File: config.mk
export PLATFORM = sky130hd
export DESIGN_NAME = lcd_seq_rom
export DESIGN_NICKNAME = d
export VERILOG_FILES = /design/src/rtl/ili9341_pkg.sv /design/src/rtl/color_data_rom.sv /design/src/rtl/lcd_seq_rom.sv
export SDC_FILE = /design/constraint.sdc
export NUM_CORES = 1
export LEC_CHECK = 0
export ABC_AREA = 0
export BUFFER_PORTS_ARGS = -buffer_cell sky130_fd_sc_hd__buf_2
export CAP_MARGIN = 20
export CORE_AREA = 2 2 85 79
export DETAILED_ROUTE_END_ITERATION = 8
export DIE_AREA = 0 0 87 81
export GPL_TIMING_DRIVEN = 0
export PLACE_DENSITY = 0.47
export SLEW_MARGIN = 10
export SYNTH_ARGS = -nofsm -noshare
export SYNTH_HDL_FRONTEND = slang
export SYNTH_SLANG_ARGS = --single-unit
File: constraint.sdc
create_clock -name clk -period 0.8 [get_ports clk]
set_input_delay 0.12 -clock clk [delete_from_list [all_inputs] [get_ports clk]]
set_output_delay 0.12 -clock clk [all_outputs]
set_load 0.01 [all_outputs]
File: src/rtl/ili9341_pkg.sv
// Shared ILI9341 constants: command opcodes, D/C flag values, fill colours and
// post-command delay counts used by the sequencer ROM.
package ili9341_pkg;

  localparam logic DC_CMD  = 1'b0;
  localparam logic DC_DATA = 1'b1;

  localparam logic [7:0] NOP      = 8'h00;
  localparam logic [7:0] SWRESET  = 8'h01;
  localparam logic [7:0] SLPOUT   = 8'h11;
  localparam logic [7:0] NORON    = 8'h13;
  localparam logic [7:0] INVOFF   = 8'h20;
  localparam logic [7:0] GAMSET   = 8'h26;
  localparam logic [7:0] DISPOFF  = 8'h28;
  localparam logic [7:0] DISPON   = 8'h29;
  localparam logic [7:0] CASET    = 8'h2A;
  localparam logic [7:0] PASET    = 8'h2B;
  localparam logic [7:0] RAMWR    = 8'h2C;
  localparam logic [7:0] MADCTL   = 8'h36;
  localparam logic [7:0] IDMOFF   = 8'h38;
  localparam logic [7:0] PIXSET   = 8'h3A;
  localparam logic [7:0] FRMCTR1  = 8'hB1;
  localparam logic [7:0] DFUNCTR  = 8'hB6;
  localparam logic [7:0] PWCTR1   = 8'hC0;
  localparam logic [7:0] PWCTR2   = 8'hC1;
  localparam logic [7:0] VMCTR1   = 8'hC5;
  localparam logic [7:0] VMCTR2   = 8'hC7;
  localparam logic [7:0] PWCTRB   = 8'hCF;
  localparam logic [7:0] ENABLE3G = 8'hF2;

  localparam logic [15:0] COLOR_RED = 16'hF800;

  localparam int DELAY_SWRESET = 5_000_000;
  localparam int DELAY_SLPOUT  = 5_000_000;
  localparam int DELAY_DISPON  = 1_000_000;

  function automatic logic [8:0] cmd_word(input logic [7:0] op);
    return {DC_CMD, op};
  endfunction

  function automatic logic [8:0] dat_word(input logic [7:0] b);
    return {DC_DATA, b};
  endfunction

endpackage

File: src/rtl/color_data_rom.sv
// Pixel-byte source: maps a sequence address inside the pixel range to one byte
// of the RGB565 fill colour, high byte on odd addresses (the range starts at 47).
module color_data_rom
  import ili9341_pkg::*;
#(
  parameter int CMD_LIST_LENGTH  = 47,
  parameter int DATA_LIST_LENGTH = 153647,
  parameter int ADDR_W           = $clog2(DATA_LIST_LENGTH + 1)
) (
  input  logic [ADDR_W-1:0] addr,
  input  logic [15:0]       color,
  output logic [8:0]        data,
  output logic              in_range
);

  always_comb begin
    in_range = (addr >= ADDR_W'(CMD_LIST_LENGTH)) &&
               (addr <= ADDR_W'(DATA_LIST_LENGTH - 1));
    data = 9'h000;
    if (in_range) begin
      data = addr[0] ? {DC_DATA, color[15:8]} : {DC_DATA, color[7:0]};
    end
  end

endmodule

File: src/rtl/lcd_seq_rom.sv
// Registered ROM bank for the ILI9341 SPI sequencer: init command table, then the
// fill-colour pixel stream, plus a per-entry post-transfer delay count.
module lcd_seq_rom
  import ili9341_pkg::*;
#(
  parameter int CMD_LIST_LENGTH  = 47,
  parameter int DATA_LIST_LENGTH = 153647,
  parameter int MAX_DELAY_COUNT  = 10_000_000,
  parameter int ADDR_W           = $clog2(DATA_LIST_LENGTH + 1),
  parameter int DELAY_W          = $clog2(MAX_DELAY_COUNT)
) (
  input  logic               clk,
  input  logic               rst,
  input  logic [ADDR_W-1:0]  addr,
  input  logic [15:0]        color,
  output logic [8:0]         data,
  output logic [DELAY_W-1:0] delay
);

  localparam longint DELAY_LIMIT = longint'(1) << DELAY_W;

  // Refuse to elaborate if a delay constant cannot be represented or is out of bounds.
  generate
    if (DELAY_SWRESET >= MAX_DELAY_COUNT || DELAY_SLPOUT >= MAX_DELAY_COUNT ||
        DELAY_DISPON >= MAX_DELAY_COUNT  ||
        longint'(DELAY_SWRESET) >= DELAY_LIMIT ||
        longint'(DELAY_SLPOUT)  >= DELAY_LIMIT ||
        longint'(DELAY_DISPON)  >= DELAY_LIMIT) begin : g_bad_delay
      $error("lcd_seq_rom: delay constant does not fit DELAY_W / MAX_DELAY_COUNT");
    end
  endgenerate

  logic              cmd_sel;
  logic [8:0]        init_word;
  logic [DELAY_W-1:0] init_delay;
  logic [8:0]        pix_word;
  logic              pix_in_range;
  logic [8:0]        next_data;
  logic [DELAY_W-1:0] next_delay;

  color_data_rom #(
    .CMD_LIST_LENGTH (CMD_LIST_LENGTH),
    .DATA_LIST_LENGTH(DATA_LIST_LENGTH),
    .ADDR_W          (ADDR_W)
  ) u_color_data_rom (
    .addr    (addr),
    .color   (color),
    .data    (pix_word),
    .in_range(pix_in_range)
  );

  assign cmd_sel = (addr < ADDR_W'(CMD_LIST_LENGTH));

  always_comb begin
    init_word = 9'h000;
    case (addr[5:0])
      6'd0:  init_word = cmd_word(SWRESET);
      6'd1:  init_word = cmd_word(DISPOFF);
      6'd2:  init_word = cmd_word(PWCTRB);
      6'd3:  init_word = dat_word(8'h00);
      6'd4:  init_word = dat_word(8'hC1);
      6'd5:  init_word = dat_word(8'h30);
      6'd6:  init_word = cmd_word(PWCTR1);
      6'd7:  init_word = dat_word(8'h23);
      6'd8:  init_word = cmd_word(PWCTR2);
      6'd9:  init_word = dat_word(8'h10);
      6'd10: init_word = cmd_word(VMCTR1);
      6'd11: init_word = dat_word(8'h3E);
      6'd12: init_word = dat_word(8'h28);
      6'd13: init_word = cmd_word(VMCTR2);
      6'd14: init_word = dat_word(8'h86);
      6'd15: init_word = cmd_word(MADCTL);
      6'd16: init_word = dat_word(8'h48);
      6'd17: init_word = cmd_word(PIXSET);
      6'd18: init_word = dat_word(8'h55);
      6'd19: init_word = cmd_word(FRMCTR1);
      6'd20: init_word = dat_word(8'h00);
      6'd21: init_word = dat_word(8'h18);
      6'd22: init_word = cmd_word(DFUNCTR);
      6'd23: init_word = dat_word(8'h08);
      6'd24: init_word = dat_word(8'h82);
      6'd25: init_word = dat_word(8'h27);
      6'd26: init_word = cmd_word(SLPOUT);
      6'd27: init_word = cmd_word(DISPON);
      6'd28: init_word = cmd_word(CASET);
      6'd29: init_word = dat_word(8'h00);
      6'd30: init_word = dat_word(8'h00);
      6'd31: init_word = dat_word(8'h00);
      6'd32: init_word = dat_word(8'hEF);
      6'd33: init_word = cmd_word(PASET);
      6'd34: init_word = dat_word(8'h00);
      6'd35: init_word = dat_word(8'h00);
      6'd36: init_word = dat_word(8'h01);
      6'd37: init_word = dat_word(8'h3F);
      6'd38: init_word = cmd_word(GAMSET);
      6'd39: init_word = dat_word(8'h01);
      6'd40: init_word = cmd_word(ENABLE3G);
      6'd41: init_word = dat_word(8'h00);
      6'd42: init_word = cmd_word(NORON);
      6'd43: init_word = cmd_word(INVOFF);
      6'd44: init_word = cmd_word(IDMOFF);
      6'd45: init_word = cmd_word(NOP);
      6'd46: init_word = cmd_word(RAMWR);
      default: init_word = 9'h000;
    endcase
  end

  always_comb begin
    init_delay = '0;
    case (addr[5:0])
      6'd0:    init_delay = DELAY_W'(DELAY_SWRESET);
      6'd26:   init_delay = DELAY_W'(DELAY_SLPOUT);
      6'd27:   init_delay = DELAY_W'(DELAY_DISPON);
      default: init_delay = '0;
    endcase
  end

  // Beyond the last pixel the colour ROM already returns the idle word.
  always_comb begin
    next_data  = 9'h000;
    next_delay = '0;
    if (cmd_sel) begin
      next_data  = init_word;
      next_delay = init_delay;
    end else if (pix_in_range) begin
      next_data  = pix_word;
    end
  end

  always_ff @(posedge clk or posedge rst) begin
    if (rst) begin
      data  <= 9'h000;
      delay <= '0;
    end else begin
      data  <= next_data;
      delay <= next_delay;
    end
  end

endmodule

==> flow_summary.json <==
{
  "postRouteAntennaNets": 0,
  "power_density_nw_per_um2": 909,
  "ys_ff_latch": 12,
  "grt_pass1_wl_mm": 7.14,
  "startpoint_type": "primary input",
  "fp.dieW_um": 87,
  "placed_area_um2": 1970,
  "synth_top_area_cell": "dfrtp_1",
  "rsz0062_at_grt": "yes",
  "first_pass_iters": 4,
  "async_flop_share_pct": 100,
  "grt_usage_pct": 12.4,
  "start_util_pct": 24.8,
  "required_ps": 900,
  "cts_inserted_buffers": 3,
  "synth-edff-count": 0,
  "maxCapViolations": 0,
  "holdPathStages": 4,
  "cts_root_buf": "clkbuf_8",
  "netlist_top_cells_count": "buf_4, nand2_1, a21oi_1, dfrtp_1, inv_1",
  "fmax_mhz": 650,
  "netlist_area_um2": 1560,
  "pre_cts_ws_ps": -1330,
  "crit_type": "primary input to flop",
  "status": "finished, violations left",
  "vias": 1690,
  "cts_num_sinks": 12,
  "coreArea_um2": 6270,
  "ys_top_cells_by_area": "dfrtp_1, buf_4, mux2_2, ha_1, nand2_1",
  "multi_input_area_um2": 1060,
  "globalRouteOverflowTotal": 0,
  "clk_pin_slew_worst_paths_ps": 50,
  "topRoutingLayerUsed": "met4",
  "endpoint_kind": "flop",
  "cts_tree": "yes",
  "min_period_over_period_pct": 192,
  "violations": "negative setup slack",
  "synth_area_per_cell_um2": 7.93,
  "drive_gt1_share_pct": 47.3,
  "fillers": 643,
  "yosysUniqueCellTypes": 47,
  "ys.flop_type": "dfrtp_1",
  "antennaDiodeCount": 0,
  "drt-initial-drc-count": 150,
  "grt_max_degree": 13,
  "post_drt_wl_per_cell_um": 12.8,
  "leakage_uw": 0.00108,
  "wl_mm": 4.47,
  "yosysMostFrequentCell": "buf_4",
  "layout.nets": 317,
  "gp_congestion": 0.878,
  "fin_ws_ps": -737,
  "min_from": "color[10]",
  "wl_met2_mm": 2.06,
  "syn_inst": 196,
  "die_h_um": 81,
  "arrival_ps": 1640,
  "min_to": "data[2]",
  "first_global_vias": 1510,
  "synth_top_area_share_pct": 19.3,
  "holdWs_ps": 291,
  "final_area_um2": 2280,
  "peakVddDrop_mv": 0.413,
  "layout.area.seq_um2": 302,
  "drcViolationCount": 0,
  "via_per_inst": 4.86,
  "dp_hpwl_mm": 3.40,
  "yosysWarnings": 0,
  "wl_met3_um": 399,
  "ios": 69,
  "cp_max_fo": 6,
  "power.total_uw": 2070,
  "port_buffers": 53,
  "syn_to_final_growth_pct": 46.5,
  "hold_viol": 0,
  "cts_max_level": 1,
  "antenna_found_initial": 0,
  "yosysSeqAreaShare_pct": 19.3,
  "hold_class": "primary input to flop",
  "wl_met1_mm": 1.93,
  "clock_path_buffers": 2,
  "rows": 28,
  "die_area_um2": 7050,
  "period_minus_slack_ps": 1540,
  "maxSlewViolCount": 0,
  "post-route-util_pct": 36.3,
  "finalSetupViolations": 31
}
[critical path: stages]
cell	delay [ps]
buf_2	120
buf_6	140
inv_2	60
ha_4	290
inv_4	40
mux4_2	460
a211oi_2	280
o22ai_1	120
[flip-flops by register name, summed over array words and instances, names as in the netlist]
| register | cells |
|---|---|
| delay | 3 |
| data | 9 |
[layout make-up]
| cell class | instances | area share [%] |
|---|---|---|
| timing repair buffer | 61 | 18.0 |
| inverter | 11 | 2.25 |
| sequential | 12 | 13.2 |
| clock buffer | 3 | 1.81 |
| tap | 75 | 4.12 |
| buffer | 38 | 14.2 |
| multi-input combinational | 148 | 46.5 |
[where the power goes]
part | internal (uW) | total [uW] | switching (uW) | leakage [uW]
clock | 329 | 516 | 187 | 0.0000216
sequential | 645 | 652 | 7.29 | 0.000153
combinational | 435 | 904 | 469 | 0.000909
total | 1410 | 2070 | 663 | 0.00108
[logic make-up (layout without fill, tap and decap cells)]
kind of cell	after synthesis	count (layout)	share of synthesized area [%]
adder cells (fa/ha/maj)	6	6	4.83
multiplexers	14	14	11.3
buffers and inverters	49	113	18.7
AND/OR/NAND/NOR	56	56	19.5
AO/OA/AOI/OAI	58	58	26.2
flip-flops	12	12	19.3
other	1	14	0.241
[placed cells by master, fill, tap and decap left out, types with 5 or more instances in the layout]
master | netlist | final
buf_2 | 2 | 44
buf_6 | 2 | 21
nand2_1 | 20 | 20
buf_4 | 21 | 20
conb_1 | 1 | 14
dfrtp_1 | 12 | 11
a21oi_1 | 12 | 9
o22ai_1 | 9 | 9
mux2_2 | 8 | 8
nor2_1 | 8 | 7
inv_1 | 11 | 7
clkbuf_8 | 1 | 6
nand3_1 | 6 | 6
o21ai_0 | 6 | 6
clkbuf_1 | 10 | 5
nand2b_1 | 5 | 5
[per-stage QoR]
step / setup TNS (ps) / std cells
after floorplan: -9730 / 209
after global placement: -13930 / 337
after detailed placement: -13780 / 337
after CTS: -10160 / 345
after global routing: -11510 / 348
final: -10080 / 348
[how the worst max path moves through the flow]
stage	startpoint	to	slack, ps
after floorplan	addr[9]	data[0]	-860
after global placement	addr[0]	data[5]	-1350
after detailed placement	addr[0]	data[5]	-1330
after CTS	addr[0]	data[7]	-710
after global routing	addr[15]	data[6]	-800
final	addr[1]	data[5]	-740
[per-layer routing]
layer / track usage (%) / vias up
li1: - / 828
met1: 16.7 / 737
met2: 20.6 / 113
met3: 1.52 / 12
met4: 4.22 / 0
met5: 0 / -
[timing repair]
action / 4_1_cts / 5_1_grt
resized for setup: 40 / 10
hold buffers: 1 / 0
endpoints found under the setup margin: 31 / 43
pin swaps: 7 / 4
hold endpoints to repair: 12 / 0
buffers inserted: 4 / 3
Note: power is estimated with default switching activity, not from simulation.
